[src/rtl/difftest_commit_queue_if.sv]
// rtl/difftest_commit_queue_if.sv - commit-lane capture and drain bundle for difftest_commit_queue
interface difftest_commit_queue_if #(
  parameter int NCOMMIT = 2,
  parameter int XLEN    = 32,
  parameter int DEPTH   = 16
);
  logic [NCOMMIT-1:0]         in_valid;
  logic [NCOMMIT*XLEN-1:0]    in_pc;
  logic [NCOMMIT*32-1:0]      in_inst;
  logic [NCOMMIT-1:0]         in_wen;
  logic [NCOMMIT*5-1:0]       in_waddr;
  logic [NCOMMIT*XLEN-1:0]    in_wdata;
  logic                       stall_req;
  logic                       deq_valid;
  logic                       deq_ready;
  logic [XLEN-1:0]            deq_pc;
  logic [31:0]                deq_inst;
  logic                       deq_wen;
  logic [4:0]                 deq_waddr;
  logic [XLEN-1:0]            deq_wdata;
  logic [31:0]                deq_seq;
  logic [$clog2(DEPTH+1)-1:0] count;
  logic                       overflow;
  logic                       hang;
  logic [63:0]                commit_cnt;

  modport master (
    output in_valid, in_pc, in_inst, in_wen, in_waddr, in_wdata, deq_ready,
    input  stall_req, deq_valid, deq_pc, deq_inst, deq_wen, deq_waddr, deq_wdata, deq_seq,
           count, overflow, hang, commit_cnt
  );

  modport slave (
    input  in_valid, in_pc, in_inst, in_wen, in_waddr, in_wdata, deq_ready,
    output stall_req, deq_valid, deq_pc, deq_inst, deq_wen, deq_waddr, deq_wdata, deq_seq,
           count, overflow, hang, commit_cnt
  );
endinterface

[src/rtl/difftest_commit_queue.sv]
// rtl/difftest_commit_queue.sv - multi-lane commit trace FIFO with seq tagging, overflow and hang watchdog
module difftest_commit_queue #(
  parameter int NCOMMIT = 2,
  parameter int DEPTH   = 16,
  parameter int XLEN    = 32,
  parameter int TIMEOUT = 4096
) (
  input logic                   clock,
  input logic                   reset,
  difftest_commit_queue_if.slave bus
);
  localparam int AW = $clog2(DEPTH);
  localparam int CW = $clog2(DEPTH + 1);
  localparam int TW = (TIMEOUT > 1) ? $clog2(TIMEOUT + 1) : 1;

  logic [XLEN-1:0] pc_mem    [DEPTH];
  logic [31:0]     inst_mem  [DEPTH];
  logic            wen_mem   [DEPTH];
  logic [4:0]      waddr_mem [DEPTH];
  logic [XLEN-1:0] wdata_mem [DEPTH];
  logic [31:0]     seq_mem   [DEPTH];

  logic [AW-1:0] wr_ptr_q, wr_ptr_d, rd_ptr_q, rd_ptr_d;
  logic [CW-1:0] count_q, count_d;
  logic          overflow_q, overflow_d, hang_q, hang_d;
  logic [63:0]   cc_q, cc_d;
  logic [31:0]   seq_q, seq_d;
  logic [TW-1:0] wd_q, wd_d;

  logic [CW-1:0] free, n;
  logic          pop;
  logic          lane_acc  [NCOMMIT];
  logic [AW-1:0] lane_slot [NCOMMIT];
  logic [31:0]   lane_seq  [NCOMMIT];

  always_comb begin
    free       = CW'(DEPTH) - count_q;
    n          = '0;
    overflow_d = overflow_q;
    // n doubles as the running rank, so accepted lanes pack into consecutive slots
    for (int i = 0; i < NCOMMIT; i++) begin
      lane_acc[i]  = 1'b0;
      lane_slot[i] = wr_ptr_q + AW'(n);
      lane_seq[i]  = seq_q + 32'(n);
      if (bus.in_valid[i]) begin
        if (n < free) begin
          lane_acc[i] = 1'b1;
          n           = n + CW'(1);
        end else begin
          overflow_d = 1'b1;
        end
      end
    end
    pop      = (count_q != '0) && bus.deq_ready;
    rd_ptr_d = rd_ptr_q + AW'(pop);
    wr_ptr_d = wr_ptr_q + AW'(n);
    count_d  = count_q + n - CW'(pop);
    seq_d    = seq_q + 32'(n);
    cc_d     = cc_q + 64'(n);
    if (n != '0)
      wd_d = '0;
    else if (wd_q != TW'(TIMEOUT))
      wd_d = wd_q + TW'(1);
    else
      wd_d = wd_q;
    hang_d = hang_q | ((TIMEOUT != 0) && (wd_d == TW'(TIMEOUT)));
  end

  always_ff @(posedge clock) begin
    if (reset) begin
      wr_ptr_q   <= '0;
      rd_ptr_q   <= '0;
      count_q    <= '0;
      overflow_q <= 1'b0;
      hang_q     <= 1'b0;
      cc_q       <= '0;
      seq_q      <= '0;
      wd_q       <= '0;
    end else begin
      wr_ptr_q   <= wr_ptr_d;
      rd_ptr_q   <= rd_ptr_d;
      count_q    <= count_d;
      overflow_q <= overflow_d;
      hang_q     <= hang_d;
      cc_q       <= cc_d;
      seq_q      <= seq_d;
      wd_q       <= wd_d;
    end
  end

  // Storage is intentionally not reset; deq data is only meaningful while deq_valid.
  always_ff @(posedge clock) begin
    for (int i = 0; i < NCOMMIT; i++) begin
      if (lane_acc[i]) begin
        pc_mem[lane_slot[i]]    <= bus.in_pc[i*XLEN +: XLEN];
        inst_mem[lane_slot[i]]  <= bus.in_inst[i*32 +: 32];
        wen_mem[lane_slot[i]]   <= bus.in_wen[i];
        waddr_mem[lane_slot[i]] <= bus.in_waddr[i*5 +: 5];
        wdata_mem[lane_slot[i]] <= bus.in_wdata[i*XLEN +: XLEN];
        seq_mem[lane_slot[i]]   <= lane_seq[i];
      end
    end
  end

  assign bus.deq_valid  = (count_q != '0);
  assign bus.deq_pc     = pc_mem[rd_ptr_q];
  assign bus.deq_inst   = inst_mem[rd_ptr_q];
  assign bus.deq_wen    = wen_mem[rd_ptr_q];
  assign bus.deq_waddr  = waddr_mem[rd_ptr_q];
  assign bus.deq_wdata  = wdata_mem[rd_ptr_q];
  assign bus.deq_seq    = seq_mem[rd_ptr_q];
  assign bus.count      = count_q;
  assign bus.overflow   = overflow_q;
  assign bus.hang       = hang_q;
  assign bus.commit_cnt = cc_q;
  assign bus.stall_req  = (CW'(DEPTH) - count_q) < CW'(NCOMMIT);
endmodule

[src/flat_wrapper.sv]
// flat-port wrapper written by rule: the top's interface ports become plain ports
module difftest_commit_queue_flat 
#(
  parameter int NCOMMIT = 2,
  parameter int DEPTH   = 16,
  parameter int XLEN    = 32,
  parameter int TIMEOUT = 4096
)
  (clock, reset, bus_in_valid, bus_in_pc, bus_in_inst, bus_in_wen, bus_in_waddr, bus_in_wdata, bus_deq_ready, bus_stall_req, bus_deq_valid, bus_deq_pc, bus_deq_inst, bus_deq_wen, bus_deq_waddr, bus_deq_wdata, bus_deq_seq, bus_count, bus_overflow, bus_hang, bus_commit_cnt);
  difftest_commit_queue_if #(.NCOMMIT(NCOMMIT), .XLEN(XLEN), .DEPTH(DEPTH)) bus_i ();
  input logic clock;
  input logic reset;
  input wire logic [$bits(bus_i.in_valid)-1:0] bus_in_valid;
  input wire logic [$bits(bus_i.in_pc)-1:0] bus_in_pc;
  input wire logic [$bits(bus_i.in_inst)-1:0] bus_in_inst;
  input wire logic [$bits(bus_i.in_wen)-1:0] bus_in_wen;
  input wire logic [$bits(bus_i.in_waddr)-1:0] bus_in_waddr;
  input wire logic [$bits(bus_i.in_wdata)-1:0] bus_in_wdata;
  input wire logic [$bits(bus_i.deq_ready)-1:0] bus_deq_ready;
  output wire logic [$bits(bus_i.stall_req)-1:0] bus_stall_req;
  output wire logic [$bits(bus_i.deq_valid)-1:0] bus_deq_valid;
  output wire logic [$bits(bus_i.deq_pc)-1:0] bus_deq_pc;
  output wire logic [$bits(bus_i.deq_inst)-1:0] bus_deq_inst;
  output wire logic [$bits(bus_i.deq_wen)-1:0] bus_deq_wen;
  output wire logic [$bits(bus_i.deq_waddr)-1:0] bus_deq_waddr;
  output wire logic [$bits(bus_i.deq_wdata)-1:0] bus_deq_wdata;
  output wire logic [$bits(bus_i.deq_seq)-1:0] bus_deq_seq;
  output wire logic [$bits(bus_i.count)-1:0] bus_count;
  output wire logic [$bits(bus_i.overflow)-1:0] bus_overflow;
  output wire logic [$bits(bus_i.hang)-1:0] bus_hang;
  output wire logic [$bits(bus_i.commit_cnt)-1:0] bus_commit_cnt;
  assign bus_i.in_valid = bus_in_valid;
  assign bus_i.in_pc = bus_in_pc;
  assign bus_i.in_inst = bus_in_inst;
  assign bus_i.in_wen = bus_in_wen;
  assign bus_i.in_waddr = bus_in_waddr;
  assign bus_i.in_wdata = bus_in_wdata;
  assign bus_i.deq_ready = bus_deq_ready;
  assign bus_stall_req = bus_i.stall_req;
  assign bus_deq_valid = bus_i.deq_valid;
  assign bus_deq_pc = bus_i.deq_pc;
  assign bus_deq_inst = bus_i.deq_inst;
  assign bus_deq_wen = bus_i.deq_wen;
  assign bus_deq_waddr = bus_i.deq_waddr;
  assign bus_deq_wdata = bus_i.deq_wdata;
  assign bus_deq_seq = bus_i.deq_seq;
  assign bus_count = bus_i.count;
  assign bus_overflow = bus_i.overflow;
  assign bus_hang = bus_i.hang;
  assign bus_commit_cnt = bus_i.commit_cnt;
  difftest_commit_queue #(.NCOMMIT(NCOMMIT), .DEPTH(DEPTH), .XLEN(XLEN), .TIMEOUT(TIMEOUT)) u_core (.clock(clock), .reset(reset), .bus(bus_i));
endmodule
[config.mk]
export PLATFORM = sky130hd
export DESIGN_NAME = difftest_commit_queue_flat
export DESIGN_NICKNAME = d
export VERILOG_FILES = /design/src/rtl/difftest_commit_queue_if.sv /design/src/rtl/difftest_commit_queue.sv /design/src/flat_wrapper.sv
export SDC_FILE = /design/constraint.sdc
export NUM_CORES = 2
export LEC_CHECK = 0
export ABC_AREA = 1
export CAP_MARGIN = 30
export CORE_MARGIN = 1
export CORE_UTILIZATION = 29
export DETAILED_ROUTE_END_ITERATION = 10
export PLACE_DENSITY = 0.5
export REMOVE_ABC_BUFFERS = 1
export SYNTH_ARGS = -nofsm -noshare
export SYNTH_HDL_FRONTEND = slang
export SYNTH_SLANG_ARGS = --single-unit
[constraint.sdc]
create_clock -name clock -period 20.7 [get_ports clock]
set_input_delay 2.07 -clock clock [delete_from_list [all_inputs] [get_ports clock]]
set_output_delay 2.07 -clock clock [all_outputs]
set_load 0.02 [all_outputs]
* Word-level counts from Yosys, hierarchy flattened
Memory sizes are Yosys's and may differ from the RTL's. A register that Yosys moved wholly into a read port is not among the register bits.
Index checks and enable logic that the tools add are counted.
** Word-level totals
- Register bits after elaboration :: 124
- Bits in writable memories :: 2144
- Input bits :: 209
- Output and inout bits :: 207
- Word-level logic and storage cells :: 58
- Memories kept :: 6
** Memory list
- u_core.inst_mem :: words 16, bits a word 32, read ports 1, clocked after memory_dff 1, write ports 2, RTL line difftest_commit_queue.sv:17 : logic [31:0] inst_mem [DEPTH];
- u_core.pc_mem :: words 16, bits a word 32, read ports 1, clocked after memory_dff 1, write ports 2, RTL line difftest_commit_queue.sv:16 : logic [XLEN-1:0] pc_mem [DEPTH];
- u_core.seq_mem :: words 16, bits a word 32, read ports 1, clocked after memory_dff 1, write ports 2, RTL line difftest_commit_queue.sv:21 : logic [31:0] seq_mem [DEPTH];
- u_core.wdata_mem :: words 16, bits a word 32, read ports 1, clocked after memory_dff 1, write ports 2, RTL line difftest_commit_queue.sv:20 : logic [XLEN-1:0] wdata_mem [DEPTH];
- u_core.waddr_mem :: words 16, bits a word 5, read ports 1, clocked after memory_dff 1, write ports 2, RTL line difftest_commit_queue.sv:19 : logic [4:0] waddr_mem [DEPTH];
- u_core.wen_mem :: words 16, bits a word 1, read ports 1, clocked after memory_dff 1, write ports 2, RTL line difftest_commit_queue.sv:18 : logic wen_mem [DEPTH];
** Cells by class
- $add $sub $neg :: 11
- $lt $le $gt $ge :: 3
- Equal/unequal tests :: 2
- Mux-type cells :: 24
- Bitwise gates (word level) :: 1
- Reduce and logical (&&, ||, !) cells :: 3
** Operators with widths (count)
- 32-bit by 5-bit adder with 32-bit output :: 2
- 64-bit by 5-bit adder with 64-bit output :: 1
- 13-bit two-way mux :: 2
- 4-bit two-way mux :: 6
- 5-bit two-way mux :: 3
- 13-bit by 1-bit adder with 13-bit output (second input constant) :: 1
- 13-bit equality test (second input constant) :: 1
- 1-bit two-way mux :: 13
- 13-bit inequality test (second input constant) :: 1
- 5-bit nonzero test :: 2
- 4-bit adder :: 2
- 5-bit by 1-bit adder with 5-bit output (second input constant) :: 1
- 5-bit adder :: 1
- 1-bit by 5-bit < comparator with 1-bit output (first input constant) :: 1
- 5-bit by 2-bit < comparator with 1-bit output (second input constant) :: 1
- 5-bit < comparator :: 1
- 5-bit by 1-bit subtractor with 5-bit output :: 1
- 5-bit subtractor (first input constant) :: 1
- 4-bit by 1-bit adder with 4-bit output :: 1
- 1-bit logical AND :: 1
- 1-bit bitwise OR :: 1

* Depth between registers and ports, before layout
- Depth in word-level cells :: 11
- Gate-level depth with buffers :: 25
- Mapped depth without buffers :: 25

* Least setup slack after synthesis
No wires, ideal clock.
- Path type :: input port to flip-flop
- From :: input port bus_in_valid[0]
- To :: memory u_core.inst_mem[10][0], enable pin
- Setup time :: 812 ps
- Arrival :: 11765 ps
- Required time :: 19888 ps
- Slack :: 8123 ps
- Stages on the path :: 4
- Path buffers :: 0
- Cell sequence :: nand2_1 > inv_1 > nand3_1 > o21ai_0
** RTL lines
- start, declared :: RTL line flat_wrapper.sv:13 : input wire logic [$bits(bus_i.in_valid)-1:0] bus_in_valid;
- end, declared :: RTL line difftest_commit_queue.sv:17

==> metrics.csv <==
metric,value,unit
status,"finished, final reports clean",
overflow,0,
ys_seq_area_share,59.23,%
syn_inst,12240,
worstMarginPinSlew,1.273,ns
drt_iter0_drc,10480,
fin_worst_skew,0.05940,ns
crit_cells,10,
critPathTopFamily,buffers and inverters,
synth_ff_type,edfxtp_1,
die_area,391800,sq um
grt_pass1_wl,615700,microns
area_growth,14.56,%
clkPwrFrac,31.0,%
dp_cells,16720,
path_common_cell,buf_4,
coreArea,386500,sq um
start_util,29.20,%
synth_top_cell_by_area,edfxtp_1,
fin_cells,17250,
numCtsBuffers,283,
wl_per_cell,24.78,microns
antenna_found_initial,39,
critical_path_class,reg -> out,
finalPower,15650,uW
root_buffer,clkbuf_16,
cp-end-kind,output port,
rsz0062_at_grt,false,
dpl.hpwl,221600,microns
power_density,121.0,nW/um^2
hold_buffers,0,
die_x,625.9,microns
startpoint_type,flop,
reg2reg_from,u_core.bus.count[2],
crit_fanout,101,
cts_repair_resize_count,0,
clock_latency,0.93,ns
fmaxAchievable,107.6,MHz
grtUsageTotal,21.10,%
synth_top_area_share,57.03,%
met3_usage,2.555,%
fin_nets,12080,
fin_util,33.46,%
fin_crit_sh,44.88,%
numPortBuffers,415,
gr-usage-met2,34.04,%
cp_data_arrival_time,7.22,ns
ios,416,
critPathMaxStageDelay,0.83,ns
synth_cell_types,50,
grt_pass1_vias,86500,
leakagePower,0.04482,uW
setup_viol,0,
critPathSlowestCell,buf_4,
remaining_drc_errors,0,
htree_levels,5,
switching_share,36.45,%
routed-via-count,91540,
place_congestion,0.8108,
switchingPower,5704,uW
grtUsageMet1,29.58,%
cts_tree,built,
path_buf_inv,6,
syn-cell-area,112900,sq um
async_reset_ff_share,0,%
wirelength,427600,microns
worstPathCellList,"inv_8, buf_4, buf_4, buf_4, buf_4, o21ai_0, o221ai_1, o21ai_0, o21ai_0, clkdlybuf4s50_1",
peakVddDrop,0.1609,mV
rr_endpoint,u_core.waddr_mem[7][2],
clk_pin_slew,0.06,ns
hold_end,u_core.bus.hang,
seqPwrFrac,38.4,%
syn_avg_cell_area,9.224,sq um
period_minus_slack,9.290,ns
hold_class,reg -> reg,
synth_area_leaders,"edfxtp_1 (57%), o21ai_0 (15%), nand2_1 (8.2%)",
cts_sinks,2268,
post-cts-setup-buffers,0,
r2r_slack,14.22,ns
final_max_slew_viol_count,0,
via_per_inst,5.306,
reg2reg_depth,21,
holdPathStages,2,
synth-seq-cells,2268,
die_h,625.9,microns
grt_max_degree,211,
hold_viol,0,
worstPathRequired,18.63,ns
hp-start,u_core.bus.hang,
yosysWarnings,0,
comb_power_share,30.6,%
std_cell_rows,228,
ant_nets,0,
clock_path_buffers,4,
drive_above_1_share,5.513,%
cap_violations,0,
synth_edf_count,2144,
busiest_layer,met2,
first_pass_iters,8,
slew_headroom,15.15,%
p_int,9943,uW
## power by group through the flow
stage          combinational (uW)  sequential, uW  clock (uW)
6_report                     4800            6010        4850
5_1_grt                      5200            6050        5090
4_1_cts                      4820            6000        4930
3_5_place_dp                 4800            6090           0
3_3_place_gp                 4770            6100           0
2_1_floorplan                2710            6470           0
## worst max-delay path by stage
stage	start	to
2_1_floorplan	u_core.rd_ptr_q[0]	bus_deq_wdata[15]
3_3_place_gp	u_core.rd_ptr_q[0]	bus_deq_inst[21]
3_5_place_dp	u_core.rd_ptr_q[0]	bus_deq_inst[21]
4_1_cts	u_core.rd_ptr_q[0]	bus_deq_inst[21]
5_1_grt	u_core.rd_ptr_q[0]	bus_deq_inst[21]
6_report	u_core.rd_ptr_q[0]	bus_deq_inst[21]
## per-layer routing
metal  vias up  routed length (microns)
met3       661                    30180
met1     44780                   189600
li1      42320                        -
met4        18                    12290
met2      3752                   195400
met5         -                      112
## sequential cells by signal, summed over array words and instances (netlist names), 13 cells and up
name and count:
u_core.inst_mem 512, u_core.seq_mem 512, u_core.pc_mem 512, u_core.waddr_mem 80, u_core.wd_q 13, u_core.wdata_mem 512
u_core.wen_mem 16, u_core.seq_q 32, u_core.bus.commit_cnt 64
## cell type report
cell class | count | area (sq um)
sequential | 2268 | 66880
clock buffer | 364 | 7502
inverter | 298 | 1161
timing repair buffer | 636 | 6347
tap | 5175 | 6475
multi-input combinational | 8357 | 39630
antenna | 14 | 35.03
fill | 39270 | 257200
clock inverter | 140 | 1295
## metrics by stage
step | hold slack (ns) | cell area [sq um] | setup TNS (ns) | worst slack (ns)
3_5_place_dp | 0.4461 | 120200 | 0 | 12.34
3_3_place_gp | 0.4394 | 119900 | 0 | 12.37
2_1_floorplan | 0.4673 | 107400 | -5459.11 | -35.25
5_1_grt | 0.4803 | 129300 | 0 | 11.04
4_1_cts | 0.4608 | 129000 | 0 | 11.36
6_report | 0.4587 | 129300 | 0 | 11.41
## cells in the final DEF (no fill, tap or decap), types with 120 or more instances in the layout
cell type	count
o21ai_0	3359
nand2_1	2475
edfxtp_1	2144
nor2_1	1358
clkdlybuf4s50_1	414
o22ai_1	371
clkbuf_16	288
inv_1	287
o221ai_1	208
buf_4	181
dfxtp_1	120
## logic make-up (layout without fill, tap and decap cells)
| family | count (synthesis) | count (layout) | share of synthesized area, % |
|---|---|---|---|
| AO/OA/AOI/OAI | 4158 | 4158 | 19.80 |
| AND/OR/NAND/NOR | 4100 | 4100 | 14.16 |
| flip-flops | 2268 | 2268 | 59.23 |
| buffers and inverters | 1614 | 1438 | 5.883 |
| XOR/XNOR | 52 | 52 | 0.4267 |
| adder cells (fa/ha/maj) | 27 | 27 | 0.3259 |
| multiplexers | 20 | 20 | 0.1773 |
| other | 0 | 14 | 0 |
## synthesized netlist by cell type (78+ instances only)
library cell and count:
buf_1 91, buf_2 302, clkbuf_1 880, dfxtp_1 124
edfxtp_1 2144, inv_1 288, nand2_1 2475, nand3_1 112
nor2_1 1358, o211ai_1 78, o21ai_0 3375, o221ai_1 208
o22ai_1 371
## tightest hold or removal path, delay by kind of cell (launching register included)
kind            cells  cell delay [ns]
flops               1             0.31
buf+inv             1             0.05
compound gates      1             0.05
Note: power is estimated with default switching activity, not from simulation.
